**config.mk**
```make
export PLATFORM = sky130hd
export DESIGN_NAME = seg_scan_driver
export DESIGN_NICKNAME = d
export VERILOG_FILES = /design/src/rtl/seg_scan_driver.sv
export SDC_FILE = /design/constraint.sdc
export NUM_CORES = 1
export LEC_CHECK = 0
export CAP_MARGIN = 0
export CORE_MARGIN = 1.5
export CORE_UTILIZATION = 55
export CTS_CLUSTER_DIAMETER = 120
export DETAILED_ROUTE_END_ITERATION = 8
export PLACE_DENSITY = 0.8
export SLEW_MARGIN = 10
export SYNTH_ARGS = -nofsm -noshare
export SYNTH_HDL_FRONTEND = slang
export SYNTH_SLANG_ARGS = --single-unit
```
**constraint.sdc**
```tcl
create_clock -name clk -period 5.8 [get_ports clk]
set_input_delay 1.45 -clock clk [delete_from_list [all_inputs] [get_ports clk]]
set_output_delay 1.45 -clock clk [all_outputs]
set_load 0.03 [all_outputs]
```
**src/rtl/seg_scan_driver.sv**
```systemverilog
// seg_scan_driver: scans an 8-digit common-anode 7-segment display from a frame-synchronously loaded hex word
module seg_scan_driver #(
    parameter int SCAN_DIV       = 100000,
    parameter int BLANK_CYC      = 16,
    parameter bit SEG_ACTIVE_LOW = 1
) (
    input  logic        clk,
    input  logic        rst,
    input  logic [31:0] data,
    input  logic [7:0]  dp,
    input  logic [7:0]  digit_en,
    input  logic        load,
    output logic        load_ack,
    output logic        frame_tick,
    output logic [7:0]  an,
    output logic [6:0]  seg,
    output logic        seg_dp
);
    localparam int CW = $clog2(SCAN_DIV);
    localparam logic [CW-1:0] LAST = CW'(SCAN_DIV - 1);
    localparam logic [CW-1:0] BLK = CW'(BLANK_CYC);
    logic [CW-1:0] cnt;
    logic [2:0]    idx;
    logic          pending;
    logic [31:0]   sh_data, dsp_data;
    logic [7:0]    sh_dp, sh_en, dsp_dp, dsp_en;
    logic          tick, commit, on, lit, dp_on;
    logic [3:0]    nib;
    logic [6:0]    dec, seg_on;
    always_comb begin
        tick   = cnt == LAST;
        commit = tick && idx == 3'd7 && (pending || load);
        on     = dsp_en[idx];
        lit    = on && cnt >= BLK;
        nib    = dsp_data[{idx, 2'b00} +: 4];
        dec    = 7'h00;
        case (nib)
            4'h0: dec = 7'h3F;
            4'h1: dec = 7'h06;
            4'h2: dec = 7'h5B;
            4'h3: dec = 7'h4F;
            4'h4: dec = 7'h66;
            4'h5: dec = 7'h6D;
            4'h6: dec = 7'h7D;
            4'h7: dec = 7'h07;
            4'h8: dec = 7'h7F;
            4'h9: dec = 7'h6F;
            4'hA: dec = 7'h77;
            4'hB: dec = 7'h7C;
            4'hC: dec = 7'h39;
            4'hD: dec = 7'h5E;
            4'hE: dec = 7'h79;
            default: dec = 7'h71;
        endcase
        seg_on = on ? dec : 7'h00;
        dp_on  = on && dsp_dp[idx];
    end
    always_ff @(posedge clk) begin
        if (!rst) begin
            cnt        <= '0;
            idx        <= '0;
            pending    <= 1'b0;
            sh_data    <= '0;
            sh_dp      <= '0;
            sh_en      <= '0;
            dsp_data   <= '0;
            dsp_dp     <= '0;
            dsp_en     <= '0;
            load_ack   <= 1'b0;
            frame_tick <= 1'b0;
            an         <= 8'hFF;
            seg        <= {7{SEG_ACTIVE_LOW}};
            seg_dp     <= SEG_ACTIVE_LOW;
        end else begin
            cnt <= tick ? '0 : cnt + 1'b1;
            idx <= tick ? idx + 1'b1 : idx;
            if (load)
                {sh_data, sh_dp, sh_en} <= {data, dp, digit_en};
            pending <= commit ? 1'b0 : (pending || load);
            // a load arriving in the commit cycle itself goes straight to the display
            if (commit)
                {dsp_data, dsp_dp, dsp_en} <= load ? {data, dp, digit_en} : {sh_data, sh_dp, sh_en};
            load_ack   <= commit;
            frame_tick <= tick && idx == 3'd7;
            an         <= lit ? ~(8'b1 << idx) : 8'hFF;
            seg        <= seg_on ^ {7{SEG_ACTIVE_LOW}};
            seg_dp     <= dp_on ^ SEG_ACTIVE_LOW;
        end
    end
endmodule

```
# Yosys cells after proc, flatten, opt, wreduce, memory -nomap -nowiden
# Memory sizes are Yosys's and may differ from the RTL's.
# Index checks and enable logic that the tools add are counted.
# classes
addsub,2
magnitude_cmp,2
n_eq_ne,2
n_shift,2
mux,6
bitwise_logic,4
n_reduce_logical,8
# ops
cell,count
$mux 48,1
$shiftx 32x6->4,1
$add 17x1->17 const B,1
$eq 17x17->1 const B,1
$ge 17x5->1 const B,1
$not 8->8,1
$shl 1x3->8 const A,1
$mux 7,1
$not 7->7,1
$bmux 1 s3,2
$logic_and 1x1->1,4
$lt 3x4->1 const B,1
$reduce_or 2->1,2
$add 3x1->3 const B,1
$eq 3x3->1 const B,1
$mux 1,2
$not 1->1,2
$reduce_and 2->1,1
$logic_or 1x1->1,1
# word_totals
reg_bits,135
romBits,112
inputBits,51
output_inout_bits,18
elab_cells,41
n_memories,1
# memory_table
name,depth,word_bits,rd,rd_ports_with_merged_regs,wr,line,source
(no name shown),16,7,1,0,0,37,case (nib)

# Logic depth before layout (Yosys ltp)
# Gate-level depths: netlist of run 1.
# logic_depth
ltp_word,4
ltp_mapped,10
depth_no_buf,8

# Worst setup path after synthesis of run 1
# No wires, ideal clock.
# synth_path
path_type,input -> register
start,in load
end,reg dsp_data[10]
setup_time_ns,0.121
arrival_ns,2.743
required_ns,5.679
path_slack_ns,2.936
stages,7
path_buffers,4
cell_sequence,clkbuf_1 o21ai_0 or3_1 buf_2 buf_6 buf_6 mux2_4
# synth_between
elab_chain_len,2
word_cells_on_any_way,3
cone_classes,mux (1); reduce/logical (2)
# synth_lines
item,line,source
"start, declared",12,"input logic load,"
$logic_or 1x1->1,32,commit = tick && idx == 3'd7 && (pending || load);
$logic_and 1x1->1,32,
"end signal, assigned",82,"{dsp_data, dsp_dp, dsp_en} <= load ? {data, dp, digit_en} : {sh_data, sh_dp, sh_en};"
"end, declared",25,"logic [31:0] sh_data, dsp_data;"
# Parallel ways exist; a longest one is shown, timed or not.
# A chain may end at the register's enable or synchronous reset.

# Final worst setup path of run 1
# layout_path
start,reg idx[0]
end,reg seg[0]
# layout_between
elab_chain_len,4
word_cells_on_any_way,6
cone_classes,shift (1); mux (3); bitwise (1); memory (1)
# layout_lines
item,line,source
"start, declared",23,logic [2:0] idx;
"start signal, assigned",76,idx <= tick ? idx + 1'b1 : idx;
$shiftx 32x6->4 / $bmux 1 s3 (equally long branches),"35, 33",
$mem_v2 16x7 / $mux 1 (equally long branches),n/a,
$mux 7 (*),55,seg_on = on ? dec : 7'h00;
$not 7->7 (no line) (*),n/a,
"end signal, assigned",72,seg <= {7{SEG_ACTIVE_LOW}};
"end signal, assigned",86,seg <= seg_on ^ {7{SEG_ACTIVE_LOW}};
"end, declared",16,"output logic [6:0] seg,"
# Every way passes the cells marked *; elsewhere a longest branch is shown, timed or not. The select of a mux whose other input is x is not followed.

==> results.json, run 1 <==
{
  "placeableCoreArea_sq_um": 10200,
  "number_of_gates_on_the_worst_path_with_buffers_counted": 6,
  "cap_violations": 0,
  "final-max-slew-violation-count": 0,
  "area.growth.synth_to_final_pct": 22.5,
  "leakage_nw": 2.93,
  "post_synthesis_sequential_element_count": 135,
  "postSynthCellCount": 523,
  "cts_resized": 0,
  "power.density_nw_per_um2": 292,
  "multi_input_area_sq_um": 2870,
  "worstPathMaxFanout": 12,
  "hold_path_startpoint": "cnt[0]",
  "finalHoldViolations": 0,
  "yosys.cell_types.count": 42,
  "maxSlewHeadroom": 0.333,
  "timing.final.ws_setup_ps": 2760,
  "clk-insertion-delay-late_ps": 520,
  "die_y_microns": 105,
  "synth_area_sq_um": 5750,
  "synth_top_family_by_area": "multiplexers",
  "cts_tree": "built",
  "wire_per_inst_microns": 14.7,
  "detail_route.first_pass.iterations": 5,
  "antenna_found_initial": 0,
  "hold_class": "reg2reg",
  "sequential_cell_area_sq_um": 2700,
  "syn_area_per_cell_sq_um": 11.0,
  "postSynth.topFlopCell": "sky130_fd_sc_hd__dfxtp_1",
  "finalWirelength_mm": 10.8,
  "pre_cts_ws_ps": 2600,
  "path_cells": "buf_4, mux4_2, mux2i_1, a21bo_2, a21oi_1, o31ai_1",
  "skew_ps": 7.42,
  "grt.total_usage": 0.211,
  "site_row_count": 37,
  "dr.first_iter.drc_count": 158,
  "synth_compound_gate_area_share": 0.0305,
  "post_drt_via_cell_ratio": 5.19,
  "die-width_microns": 105,
  "totalNegativeSetupSlack_ps": 0,
  "grt_pass1_vias": 3841,
  "setup-violations-final": 0,
  "critical-path-top-delay-family": "multiplexers",
  "initial_core_util": 0.562,
  "outcome": "completed",
  "ios": 69,
  "power.ir.vdd_worst_uv": 188,
  "worst_hold_endpoint": "cnt[0]",
  "final_gp_congestion": 0.801,
  "synth-simple-area-share": 0.174,
  "cp.buffers_inverters": 1,
  "synth_xor_xnor_area_share": 0.0244,
  "clock_tree.buffer_depth": 2,
  "worst_setup_hold_path_clk_slew_ps": 60,
  "path_class": "reg2reg",
  "grt_overflow_total": 0,
  "critical_path.max_stage_delay_ps": 780,
  "dieArea_sq_um": 11100,
  "reg2regPathDepth": 6,
  "setup.worst_path.start_class": "flop",
  "min_period_over_period": 0.525,
  "clock-root-buffer": "sky130_fd_sc_hd__clkbuf_8",
  "route.vias.total": 3806,
  "synth_nets": 588,
  "layout.filler_cells": 804,
  "timing.reg2reg.setup_slack_ps": 2760,
  "number_of_levels_the_h_tree_was_split_into": 4,
  "holdPathStages": 1,
  "layout_commonest_cell": "sky130_fd_sc_hd__dfxtp_1",
  "synth_edf_count": 0,
  "mux_contribution_to_synthesized_area": 0.239,
  "clock_sinks": 135,
  "wire_length_of_the_first_global_routing_pass_mm": 18.2,
  "grt_setup_unrepaired": "false",
  "layout.cells.most_common_list": "sky130_fd_sc_hd__dfxtp_1, sky130_fd_sc_hd__clkdlybuf4s50_1, sky130_fd_sc_hd__mux2i_1, sky130_fd_sc_hd__and2_1, sky130_fd_sc_hd__nor2b_1",
  "cts_buffers": 17,
  "destination_of_the_worst_register_to_register_timing_path": "seg[0]",
  "r2r_start": "idx[0]",
  "cts.hold.buffers_added": 0,
  "grt_max_degree": 57,
  "post_cts_buffers": 0,
  "layout_cell_share_with_drive_strength_beyond_1": 0.169,
  "port_buffers": 68,
  "tightestPinTransition_ps": 972,
  "count_of_yosys_warnings_during_synthesis": 0,
  "endpoint_kind": "flop",
  "route.antenna.remaining_nets": 0,
  "post-route-drc-count": 0,
  "synth.yosys.seq_area_share": 0.470,
  "synthAdderAreaFrac": 0.0305,
  "clock.fmax_mhz": 328,
  "final_period_demand_of_the_worst_path_ps": 3040,
  "place_hpwl_mm": 7.13,
  "timing.critical_path.slowest_stage_cell": "sky130_fd_sc_hd__mux2i_1",
  "async_reset_ff_frac": 0,
  "critical_path_required_ps": 6170,
  "arrival_worst_endpoint_ps": 3420,
  "nNetsFinal": 649,
  "antenna_cells_inserted": 0
}
## cells in the mapped netlist (2+ instances only)
library cell | count | share of area
sky130_fd_sc_hd__buf_1 | 5 | 0.0033
sky130_fd_sc_hd__clkbuf_1 | 14 | 0.0091
sky130_fd_sc_hd__o211ai_1 | 2 | 0.0026
sky130_fd_sc_hd__buf_6 | 2 | 0.0039
sky130_fd_sc_hd__mux2i_1 | 55 | 0.096
sky130_fd_sc_hd__nor4_1 | 5 | 0.0054
sky130_fd_sc_hd__nand4_1 | 2 | 0.0022
sky130_fd_sc_hd__nand2_1 | 23 | 0.015
sky130_fd_sc_hd__xnor2_1 | 8 | 0.012
sky130_fd_sc_hd__a21oi_1 | 4 | 0.0035
sky130_fd_sc_hd__nor2b_1 | 50 | 0.054
sky130_fd_sc_hd__dfxtp_1 | 135 | 0.47
sky130_fd_sc_hd__o221ai_1 | 5 | 0.0076
sky130_fd_sc_hd__mux2_4 | 9 | 0.024
sky130_fd_sc_hd__mux4_2 | 10 | 0.039
sky130_fd_sc_hd__nor3_1 | 2 | 0.0017
sky130_fd_sc_hd__and3_1 | 3 | 0.0033
sky130_fd_sc_hd__ha_1 | 14 | 0.030
sky130_fd_sc_hd__inv_1 | 9 | 0.0059
sky130_fd_sc_hd__and2_1 | 53 | 0.058
sky130_fd_sc_hd__xor2_1 | 8 | 0.012
sky130_fd_sc_hd__mux2_2 | 41 | 0.080
sky130_fd_sc_hd__or3_1 | 2 | 0.0022
sky130_fd_sc_hd__buf_2 | 8 | 0.0070
sky130_fd_sc_hd__nand3_1 | 15 | 0.013
sky130_fd_sc_hd__o21ai_0 | 3 | 0.0026
sky130_fd_sc_hd__nor2_1 | 21 | 0.014
## how the worst max path moves through the flow
| stage | endpoint | slack (ps) | start |
|---|---|---|---|
| finish | seg[0] | 2760 | idx[0] |
| global route | seg[0] | 2610 | idx[0] |
| CTS | seg_dp | 2780 | seg_dp |
| detailed placement | an[6] | 2600 | rst |
| global placement | an[5] | 2660 | rst |
| floorplan | dsp_data[10] | 2940 | load |
## cell families after synthesis
family                     Yosys count
AOI/OAI and AO/OA                   23
xor gates and xnor gates            16
adders and majority gates           14
buffers and inverters               40
DFF                                135
muxes                              115
and+or+nand+nor                    180
## sequential cells by signal, summed over array words and instances (netlist names), 3 cells and up
register and flops:
idx 3, seg 7, an 8, cnt 17, dsp_en 8, dsp_data 32, sh_data 32, sh_en 8
sh_dp 8, dsp_dp 8
## per-layer routing
layer | wire (microns) | vias up | track usage
met4 | 176 | 0 | 0.0802
met1 | 4980 | 1798 | 0.260
met2 | 5230 | 87 | 0.354
met3 | 407 | 16 | 0.0568
li1 | - | 1905 | -
met5 | 0 | - | 0
## area by class of cell
type | count | share of cell area
clock inverter | 8 | 0.00996
sequential | 135 | 0.384
timing repair buffer | 72 | 0.0996
tap | 136 | 0.0242
clock buffer | 24 | 0.0697
inverter | 10 | 0.00533
multi-input combinational | 348 | 0.407
## per-stage QoR
step	hold WS (ps)	area, sq um	cells	total power (W)	util
3_3_place_gp	455	6480	701	0.00107	0.633
2_1_floorplan	442	5750	523	0.00103	-
3_5_place_dp	484	6480	701	0.00108	0.633
5_1_grt	542	7040	733	0.00213	0.688
6_report	491	7040	733	0.00205	0.688
4_1_cts	497	7040	733	0.00208	0.688
## where the power goes
part	internal (W)	total [W]	switching, W
combinational	0.0000573	0.000100	0.0000428
clock	0.000621	0.000997	0.000375
sequential	0.000950	0.000958	0.00000785
Note: power is estimated with default switching activity, not from simulation.
==> inputs of run 2 (changes only) <==
clock period = 2.88 ns   (was 5.8 ns; I/O delays follow)
==> results.json, run 2 (synthesis results as in run 1) <==
{
  "worst_hold_endpoint": "cnt[0]",
  "p_seq_frac": 0.430,
  "timing.reg2reg.setup_slack_ps": 420,
  "critical_path.max_stage_delay_ps": 420,
  "die-width_microns": 105,
  "cts_tree": "built",
  "cts_buffers": 17,
  "clock.fmax_mhz": 407,
  "clock_sinks": 135,
  "clock-root-buffer": "sky130_fd_sc_hd__clkbuf_8",
  "layout_cell_share_with_drive_strength_beyond_1": 0.179,
  "grt.total_usage": 0.208,
  "power.ir.vdd_worst_uv": 346,
  "maxSlewHeadroom": 0.444,
  "layout.filler_cells": 726,
  "worst_setup_hold_path_clk_slew_ps": 60,
  "cap_violations": 0,
  "route.antenna.remaining_nets": 0,
  "final_period_demand_of_the_worst_path_ps": 2460,
  "grt_pass1_vias": 3784,
  "skew_ps": 8.43,
  "detail_route.first_pass.iterations": 4,
  "clk-insertion-delay-late_ps": 520,
  "layout.cells.most_common_list": "sky130_fd_sc_hd__dfxtp_1, sky130_fd_sc_hd__clkdlybuf4s50_1, sky130_fd_sc_hd__mux2i_1, sky130_fd_sc_hd__and2_1, sky130_fd_sc_hd__nor2b_1",
  "cts.hold.buffers_added": 0,
  "site_row_count": 37,
  "worstPathMaxFanout": 49,
  "hold_class": "reg2reg",
  "antenna_cells_inserted": 0,
  "design_area_final_sq_um": 7170,
  "port_buffers": 68,
  "grt_busiest_layer": "met2",
  "number_of_levels_the_h_tree_was_split_into": 4,
  "holdPathStages": 1,
  "finalWirelength_mm": 11.0,
  "totalNegativeSetupSlack_ps": 0,
  "r2r_start": "cnt[0]",
  "internal_power_w": 0.00355,
  "arrival_worst_endpoint_ps": 2860,
  "power.combinational.fraction": 0.045,
  "route.vias.total": 3857,
  "layout_commonest_cell": "sky130_fd_sc_hd__dfxtp_1",
  "power.share.clock": 0.525,
  "grt_overflow_total": 0,
  "final_gp_congestion": 0.845,
  "die_y_microns": 105,
  "setup.worst_path.start_class": "flop",
  "setup-violations-final": 0,
  "dr.first_iter.drc_count": 199,
  "area.growth.synth_to_final_pct": 24.9,
  "reg2regPathDepth": 6,
  "post-route-drc-count": 0,
  "clock_tree.buffer_depth": 2,
  "netSwitchingPower_w": 0.000931,
  "wire_per_inst_microns": 15.0,
  "final-max-slew-violation-count": 0,
  "min_period_over_period": 0.853,
  "grt_max_degree": 86,
  "timing.critical_path.slowest_stage_cell": "sky130_fd_sc_hd__or3_1",
  "path_class": "reg2reg",
  "placeableCoreArea_sq_um": 10200,
  "power.density_nw_per_um2": 625,
  "globalRouteMet2Util": 0.329,
  "path_cells": "ha_1, nand3_2, or3_1, or3_2, buf_4, mux2_4",
  "cts_resized": 0,
  "switching_share": 0.208,
  "ios": 69,
  "gr-usage-met3": 0.0580,
  "post_cts_buffers": 0,
  "endpoint_kind": "flop",
  "sequential_cell_area_sq_um": 2700,
  "critical_path_required_ps": 3280,
  "tightestPinTransition_ps": 834,
  "grt_setup_unrepaired": "false",
  "leakage_nw": 3.00,
  "place_hpwl_mm": 7.14,
  "dieArea_sq_um": 11100,
  "hold_path_startpoint": "cnt[0]",
  "grt_util_met1": 0.274,
  "dpl-instance-area_sq_um": 6530,
  "destination_of_the_worst_register_to_register_timing_path": "dsp_data[9]",
  "nNetsFinal": 654,
  "largest_registers": "dsp_data (32), sh_data (32), cnt (17)",
  "post_drt_via_cell_ratio": 5.23,
  "antenna_found_initial": 0,
  "report.power.total_w": 0.00448,
  "multi_input_area_sq_um": 2870,
  "outcome": "completed",
  "finalHoldViolations": 0,
  "wire_length_of_the_first_global_routing_pass_mm": 18.1,
  "initial_core_util": 0.562
}
run 2: changes by cell type in the layout (fill, tap and decap cells not counted), sizes merged:
cell and change:
clkinv +1, clkbuf -6, buf +5, inv +2, clkinvlp -1, bufinv +4
run 2: worst max-delay path, delay by kind of cell (launching register included):
family        cells  cell delay (ps)
mux               1              380
flops             1              390
simple gates      3              980
buf+inv           1              330
fa+ha+maj         1              220
run 2: how the worst max path moves through the flow:
stage / slack [ps] / start / to / depth (start not counted)
5_1_grt: 310 / cnt[0] / dsp_data[14] / 6
4_1_cts: 430 / cnt[0] / dsp_data[9] / 6
6_report: 420 / cnt[0] / dsp_data[9] / 6
3_5_place_dp: 460 / cnt[0] / dsp_data[9] / 6
2_1_floorplan: 700 / idx[0] / seg[1] / 9
3_3_place_gp: 530 / cnt[0] / dsp_data[12] / 6
run 2: per-stage QoR:
| stage | setup WS [ps] | std cells | hold WS, ps | utilization |
|---|---|---|---|---|
| floorplan | 701 | 523 | 442 | - |
| global placement | 529 | 706 | 456 | 0.638 |
| detailed placement | 461 | 706 | 491 | 0.638 |
| CTS | 433 | 738 | 494 | 0.701 |
| global route | 307 | 738 | 519 | 0.701 |
| finish | 422 | 738 | 485 | 0.701 |
run 2: power by group through the flow:
stage	logic [W]	clock network, W	registers [W]
after floorplan	0.000110	0	0.00196
after global placement	0.000199	0	0.00197
after detailed placement	0.000204	0	0.00197
after CTS	0.000206	0.00238	0.00193
after global routing	0.000222	0.00246	0.00193
final	0.000203	0.00235	0.00193
run 2: cell type report:
cell class / count / area share
sequential: 135 / 0.377
clock buffer: 18 / 0.0596
multi-input combinational: 348 / 0.399
inverter: 10 / 0.00523
clock inverter: 14 / 0.0307
tap: 136 / 0.0237
timing repair buffer: 77 / 0.105
run 2: per-layer routing:
layer / vias to the layer above / share of wire
met1: 1836 / 0.47
met2: 98 / 0.48
li1: 1914 / -
met3: 9 / 0.041
met5: - / 0
met4: 0 / 0.0099
